--- src/rtl/inst_fetch.sv ---
// inst_fetch: instruction fetch front end with PC, single-word memory reads and an in-order instruction queue.
// Optional JAL next-PC prediction is enabled by defining IFETCH_JAL_PREDICT_EN.
`default_nettype none

module inst_fetch #(
  parameter int          IQ_DEPTH = 8,
  parameter logic [31:0] RESET_PC = 32'h0
) (
  input  logic        clk,
  input  logic        rst,
  input  logic        rdy,
  input  logic        flush,
  input  logic [31:0] flush_pc,
  output logic        mc_req,
  output logic [31:0] mc_addr,
  output logic        mc_reset,
  input  logic        mc_done,
  input  logic [31:0] mc_data,
  output logic        dq_valid,
  output logic [31:0] dq_inst,
  output logic [31:0] dq_pc,
  output logic [31:0] dq_pred_pc,
  input  logic        dq_pop
);

  localparam int            PW        = (IQ_DEPTH > 1) ? $clog2(IQ_DEPTH) : 1;
  localparam logic [PW:0]   DEPTH_CNT = IQ_DEPTH[PW:0];

  typedef enum logic [0:0] {
    S_IDLE = 1'b0,
    S_WAIT = 1'b1
  } state_t;

  state_t          r_state;
  state_t          w_state_nx;
  logic [31:0]     r_pc;
  logic [PW-1:0]   r_head;
  logic [PW-1:0]   r_tail;
  logic [PW:0]     r_count;
  logic [PW:0]     w_count_nx;
  logic [31:0]     r_q_inst [IQ_DEPTH];
  logic [31:0]     r_q_pc   [IQ_DEPTH];
  logic [31:0]     r_q_pred [IQ_DEPTH];
  logic            w_push;
  logic            w_pop;
  logic [31:0]     w_npc;

`ifdef IFETCH_JAL_PREDICT_EN
  logic [31:0] w_jal_imm;
  assign w_jal_imm = {{11{mc_data[31]}}, mc_data[31], mc_data[19:12],
                      mc_data[20], mc_data[30:21], 1'b0};
  assign w_npc = (mc_data[6:0] == 7'b1101111) ? (r_pc + w_jal_imm) : (r_pc + 32'd4);
`else
  assign w_npc = r_pc + 32'd4;
`endif

  // A returned word in the flush cycle belongs to the abandoned path and is dropped.
  assign w_push     = (r_state == S_WAIT) && mc_done && !flush;
  assign w_pop      = dq_pop && (r_count != '0) && !flush;
  assign w_count_nx = r_count + {{PW{1'b0}}, w_push} - {{PW{1'b0}}, w_pop};

  assign mc_req     = (r_state == S_WAIT) && !mc_done && !flush;
  assign mc_addr    = r_pc;
  assign mc_reset   = flush;
  assign dq_valid   = (r_count != '0);
  assign dq_inst    = r_q_inst[r_head];
  assign dq_pc      = r_q_pc[r_head];
  assign dq_pred_pc = r_q_pred[r_head];

  always_comb begin
    w_state_nx = r_state;
    if (flush) begin
      w_state_nx = S_IDLE;
    end else begin
      case (r_state)
        S_IDLE: if (r_count < DEPTH_CNT) w_state_nx = S_WAIT;
        S_WAIT: if (mc_done) w_state_nx = (w_count_nx < DEPTH_CNT) ? S_WAIT : S_IDLE;
        default: w_state_nx = S_IDLE;
      endcase
    end
  end

  always_ff @(posedge clk) begin
    if (rst) begin
      r_state <= S_IDLE;
      r_pc    <= RESET_PC;
      r_head  <= '0;
      r_tail  <= '0;
      r_count <= '0;
      for (int i = 0; i < IQ_DEPTH; i++) begin
        r_q_inst[i] <= '0;
        r_q_pc[i]   <= '0;
        r_q_pred[i] <= '0;
      end
    end else if (rdy) begin
      r_state <= w_state_nx;
      if (flush) begin
        r_pc    <= flush_pc;
        r_head  <= '0;
        r_tail  <= '0;
        r_count <= '0;
      end else begin
        if (w_push) begin
          r_q_inst[r_tail] <= mc_data;
          r_q_pc[r_tail]   <= r_pc;
          r_q_pred[r_tail] <= w_npc;
          r_tail           <= r_tail + 1'b1;
          r_pc             <= w_npc;
        end
        if (w_pop) r_head <= r_head + 1'b1;
        r_count <= w_count_nx;
      end
    end
  end

endmodule

`default_nettype wire
--- config.mk ---
export PLATFORM = sky130hd
export DESIGN_NAME = inst_fetch
export DESIGN_NICKNAME = d
export VERILOG_FILES = /design/src/rtl/inst_fetch.sv
export SDC_FILE = /design/constraint.sdc
export NUM_CORES = 1
export LEC_CHECK = 0
export BUFFER_PORTS_ARGS = -buffer_cell sky130_fd_sc_hd__buf_4
export CAP_MARGIN = 30
export CORE_MARGIN = 4
export CORE_UTILIZATION = 30
export DETAILED_ROUTE_END_ITERATION = 8
export SKIP_CTS_REPAIR_TIMING = 1
export SYNTH_ARGS = -nofsm -noshare
export SYNTH_HDL_FRONTEND = slang
export SYNTH_SLANG_ARGS = --single-unit
--- constraint.sdc ---
create_clock -name clk -period 8.34 [get_ports clk]
set_clock_uncertainty 0.15 [all_clocks]
set_input_delay 0.834 -clock clk [delete_from_list [all_inputs] [get_ports clk]]
set_output_delay 0.834 -clock clk [all_outputs]
set_load 0.02 [all_outputs]
== After elaboration in Yosys (flattened, before gate mapping) ==
Memory sizes are Yosys's and may differ from the RTL's. A register that Yosys moved wholly into a read port is not among the register bits.
Index checks and enable logic that the tools add are counted.
Cells by class
  $add $sub $neg: 5
  order comparisons: 2
  mux-type cells: 34
  bitwise gates (word level): 1
  reduce and logical (&&, ||, !) cells: 16
Operator list (number)
  32-bit 2-to-1 mux: 5
  32-bit OR reduction: 3
  3-bit 2-to-1 mux: 13
  32-bit by 3-bit adder with 32-bit output, second input constant: 1
  1-bit 2-to-1 mux: 14
  4-bit less-than comparator, second input constant: 2
  3-bit by 1-bit adder with 3-bit output, second input constant: 2
  1-bit logical AND: 6
  4-bit by 1-bit adder with 4-bit output: 1
  4-bit 2-to-1 mux: 1
  2-bit AND reduction: 2
  2-bit nonzero test: 2
  4-bit nonzero test: 1
  4-bit by 1-bit subtractor with 4-bit output: 1
  1-bit zero test: 2
  1-bit one-hot mux with 2 select lines: 1
  1-bit NOT: 1
Storage, ports and cells
  output and inout bits: 131
  memories: 3
  word-level logic and storage cells: 66
  RAM bits: 768
  input port bits: 70
  flip-flop bits (word level): 43
Memories
  r_q_inst: words 8, width 32, read ports 1, clocked after memory_dff 1, wr ports 8, line 41  | logic [31:0] r_q_inst [IQ_DEPTH];
  r_q_pc: words 8, width 32, read ports 1, clocked after memory_dff 1, wr ports 8, line 42  | logic [31:0] r_q_pc [IQ_DEPTH];
  r_q_pred: words 8, width 32, read ports 1, clocked after memory_dff 1, wr ports 8, line 43  | logic [31:0] r_q_pred [IQ_DEPTH];

== Depth between registers and ports, before layout ==
  depth after elaboration: 9
  mapped depth: 12
  depth with buffers taken out: 12

== Least setup slack after synthesis ==
Ideal clock, no wire load.
  kind: input-to-reg
  start point: input mc_done
  end point: memory r_q_inst[7][0], enable pin
  required time: 7.305 ns
  library setup time: 0.885 ns
  stages on the path: 8
  buffers on the path: 3
  data arrival time: 3.711 ns
  setup slack: 3.594 ns
  cell sequence: and2_1 -> buf_4 -> o21a_1 -> and3_1 -> buf_2 -> nand3_1 -> clkbuf_1 -> nand2_1
RTL lines
  start: declaration: line 17  | input logic mc_done,
  end: declaration: line 41

==> summary.md <==
| Metric | Value |
|---|---|
| Unrepaired setup endpoints after global routing | `false` |
| Slew @ Worst Pin | `1010 ps` |
| Setup_tns | `0 ps` |
| Synthesized area | `between 30000 and 40000 sq um` |
| CP Launch Type | `input pin` |
| Area contributors post-synth | `edfxtp_1 (63%), mux4_2 (12%), and3_1 (6.8%), nor2_1 (3.0%), mux2_2 (3.0%)` |
| Die width | `354 um` |
| Worst skew pair latency | `660 ps` |
| Die Y-Extent | `354 um` |
| Status | `complete, no violations` |
| Post-synth top area cell | `edfxtp_1` |
| Worst EP required | `8440 ps` |
| Crit path cell chain | `buf_4 -> o21a_1 -> and3_4 -> buf_4 -> nand2_1 -> buf_4 -> nand2_4 -> buf_4` |
| Routed len/inst | `24.3 um` |
| WL final | `between 100000 and 150000 um` |
| EDFF count, synth | `752` |
| Iter 0 DRT Violations | `about 1900` |
| Largest net degree at the start of global routing | `187` |
| Global router's overall resource usage | `0.160` |
| Max-slew violation count | `0` |
| Syn nets | `2488` |
| Met2 Resource Use GR | `0.268` |
| Slew margin rel. | `0.324` |
| Prevailing post-synth register cell | `edfxtp_1` |
| GPL Wtd Cong | `0.815` |
| CTS sink cnt | `798` |
| Die Footprint | `roughly 130000 sq um` |
| Routing usage on met3 | `0.0260` |
| Max cap viols | `0` |
| Critical Path Slowest Stage Cell | `nand2_4` |
| Leakage | `15.6 nW` |
| Ys async rst share | `0` |
| Worst ir drop on vdd | `0.000138 V` |
| Layout area overhead | `16.2%` |
| Share of cells above drive strength 1 | `0.262` |
| Inst Count DP | `4019` |
| R2R setup slack | `3690 ps` |
| Hold path depth | `3` |
| Core ar. | `118000 sq um` |
| First-pass GRT wire length | `151000 um` |
| Total congestion overflow | `0` |
| Worst r2r src | `r_state$_SDFFE_PP0P_` |
| WP buf/inv | `4` |
| DRT Pass-1 Iters | `6` |
| # IOs | `201` |
| Tmin final | `4780 ps` |
| Clock buffer depth | `3` |
| Final Cycle Share | `0.573` |
| Register area share after synthesis | `0.655` |
| GR peak layer | `met2` |
| Vias in the first global route | `22100` |
| Std cell rows | `126` |
| Routed vias | `21100` |
| DP HPWL | `59800 um` |
| Min-Delay Path Class | `in -> reg` |
| Hold path startpoint | `flush_pc[1]` |
| H-tree levels | `3` |
| CP top delay family | `buffers and inverters` |
| CTS clk-pin slew, worst paths | `60 ps` |
| Synthesis-stage register bit count | `798` |
| Starting density of the core | `0.303` |
| Power Density | `208 nW/um^2` |
| Crit path DAT | `4880 ps` |
| Remaining antenna violation count after routing | `0` |
| Routed vias/inst | `5.06` |
| Yosys top cell area share | `0.629` |
| DRC Markers | `0` |
| Synthesized area per cell | `14.9 sq um` |
| Crit path max fanout | `76` |
| Reg2Reg Depth | `8` |
| TritonCTS buffer count | `83` |
| Root Buffer | `clkbuf_16` |
| Worst path max stage delay | `750 ps` |
| Crit. End Element | `register` |
| Post-Syn Instances | `2409` |
| Terminus of the critical flop-to-flop path | `r_q_inst[1][19]$_SDFFCE_PN0P_` |
| Initial antenna violation count | `2` |
| PortBufs | `200` |
| Fin. Hold Viols | `0` |
| Final std cells w/o fill | `4175` |
| Hold EP | `mc_addr[1]$_SDFFE_PP0P_` |
| Synth Warn # | `0` |
| # nets final | `2586` |
| Netlist cell types | `62` |
| Endpoints failing setup | `0` |
| Most common cell in the synthesized netlist | `edfxtp_1` |
| Max Clk Rate | `209 MHz` |
| Top cells by count, synth | `edfxtp_1 (752), and3_1 (389), nor2_1 (290)` |
| CP Class | `in -> reg` |
| Most common cell type on the critical path | `buf_4` |
| Global routing usage on met1 | `0.212` |
| CTS tree | `yes` |
## worst max path at each step
| stage | endpoint | startpoint | cells past startpoint | slack (ps) |
|---|---|---|---|---|
| after global routing | r_q_inst[1][0]$_SDFFCE_PN0P_ | flush | 8 | 3280 |
| after CTS | dq_pred_pc[10] | register | 4 | 3480 |
| after global placement | r_q_inst[1][22]$_SDFFCE_PN0P_ | flush | 8 | 2900 |
| final | r_q_inst[1][19]$_SDFFCE_PN0P_ | flush | 8 | 3560 |
| after detailed placement | r_q_inst[1][24]$_SDFFCE_PN0P_ | flush | 8 | 2850 |
| after floorplan | r_q_inst[7][0]$_SDFFCE_PN0P_ | mc_done | 8 | 3590 |
## registers in the layout (all words and copies together) (netlist names), named ones only
name	flops
r_tail	3
r_q_pred	256
r_count	4
r_q_inst	256
mc_addr	32
r_head	3
r_state	1
r_q_pc	240
## worst register-to-register path: stages (launching register included)
cell and delay (ps):
dfxtp_1 340, and2_1 390, o21a_1 210, and3_4 470, buf_4 700, nand2_1 120
buf_4 330, nand2_4 760, buf_4 740
## cell families (layout without fill, tap and decap cells)
logic type / after synthesis / in the layout / synth area share
and+or+nand+nor: 933 / 933 / 0.139
DFF: 798 / 798 / 0.655
muxes: 287 / 287 / 0.149
buffers and inverters: 249 / 414 / 0.0277
AOI/OAI and AO/OA: 103 / 103 / 0.0187
xor gates and xnor gates: 30 / 30 / 0.00732
adders and majority gates: 9 / 9 / 0.00335
other: 0 / 1 / 0
## metrics by stage
step / hold slack, ps / power, mW / cell area (sq um) / worst slack (ps) / utilization
3_5_place_dp: 328 / 5.15 / 39000 / 2850 / 0.330
5_1_grt: 279 / 8.95 / 41700 / 3280 / 0.352
2_1_floorplan: 291 / 4.90 / 35900 / 3590 / -
3_3_place_gp: 304 / 5.14 / 38900 / 2900 / 0.328
4_1_cts: 243 / 8.74 / 41600 / 3480 / 0.352
6_report: 298 / 8.66 / 41700 / 3560 / 0.352
## cell usage in the layout, fill, tap and decap left out, types with 4 or more instances in the layout
cell        netlist  layout
edfxtp_1        752     752
and3_1          389     386
nor2_1          290     289
buf_4             6     239
mux4_2          188     188
and2_1          126     126
mux2_2           95      95
clkbuf_16         0      83
nand2_1          58      50
dfxtp_1          46      43
a21oi_1          28      28
clkbuf_1        189      23
o21ai_0          19      19
clkinv_1          2      18
nand4_1          15      15
xor2_1           15      15
xnor2_1          15      15
nand3_1          16      14
clkinv_2          0      13
a31oi_1          12      12
inv_1            10      10
nor3_1           10      10
nand2_4           0       8
ha_1              8       8
a22oi_1           7       7
o31ai_1           6       6
a21o_1            6       6
buf_16            0       6
and4_1            5       5
bufinv_16         0       5
mux2i_1           4       4
a22o_1            4       4
a32o_1            4       4
clkinvlp_4        0       4
## per-layer routing
metal  part of all wire  routed length, um
met1               0.42              42800
met2               0.49              50100
met3              0.057               5760
met4              0.029               2990
met5                  0                  0
## cell type report
class | instances | area [sq um]
Fill cell | 11200 | 76700
Sequential cell | 798 | 23500
Multi-Input combinational cell | 1362 | 11500
Clock buffer | 106 | 2160
Timing Repair Buffer | 249 | 2030
Tap cell | 1600 | 2000
Clock inverter | 46 | 434
Inverter | 13 | 48.8
Antenna cell | 1 | 2.50
## power by group
group          internal [mW]  total, mW  leakage (nW)  switching [mW]
logic                  0.167      0.479          6.16           0.312
registers               4.51       4.58          8.15          0.0715
clock network           2.01       3.60          1.25            1.59
No activity file was read; power rests on OpenSTA's default activity.
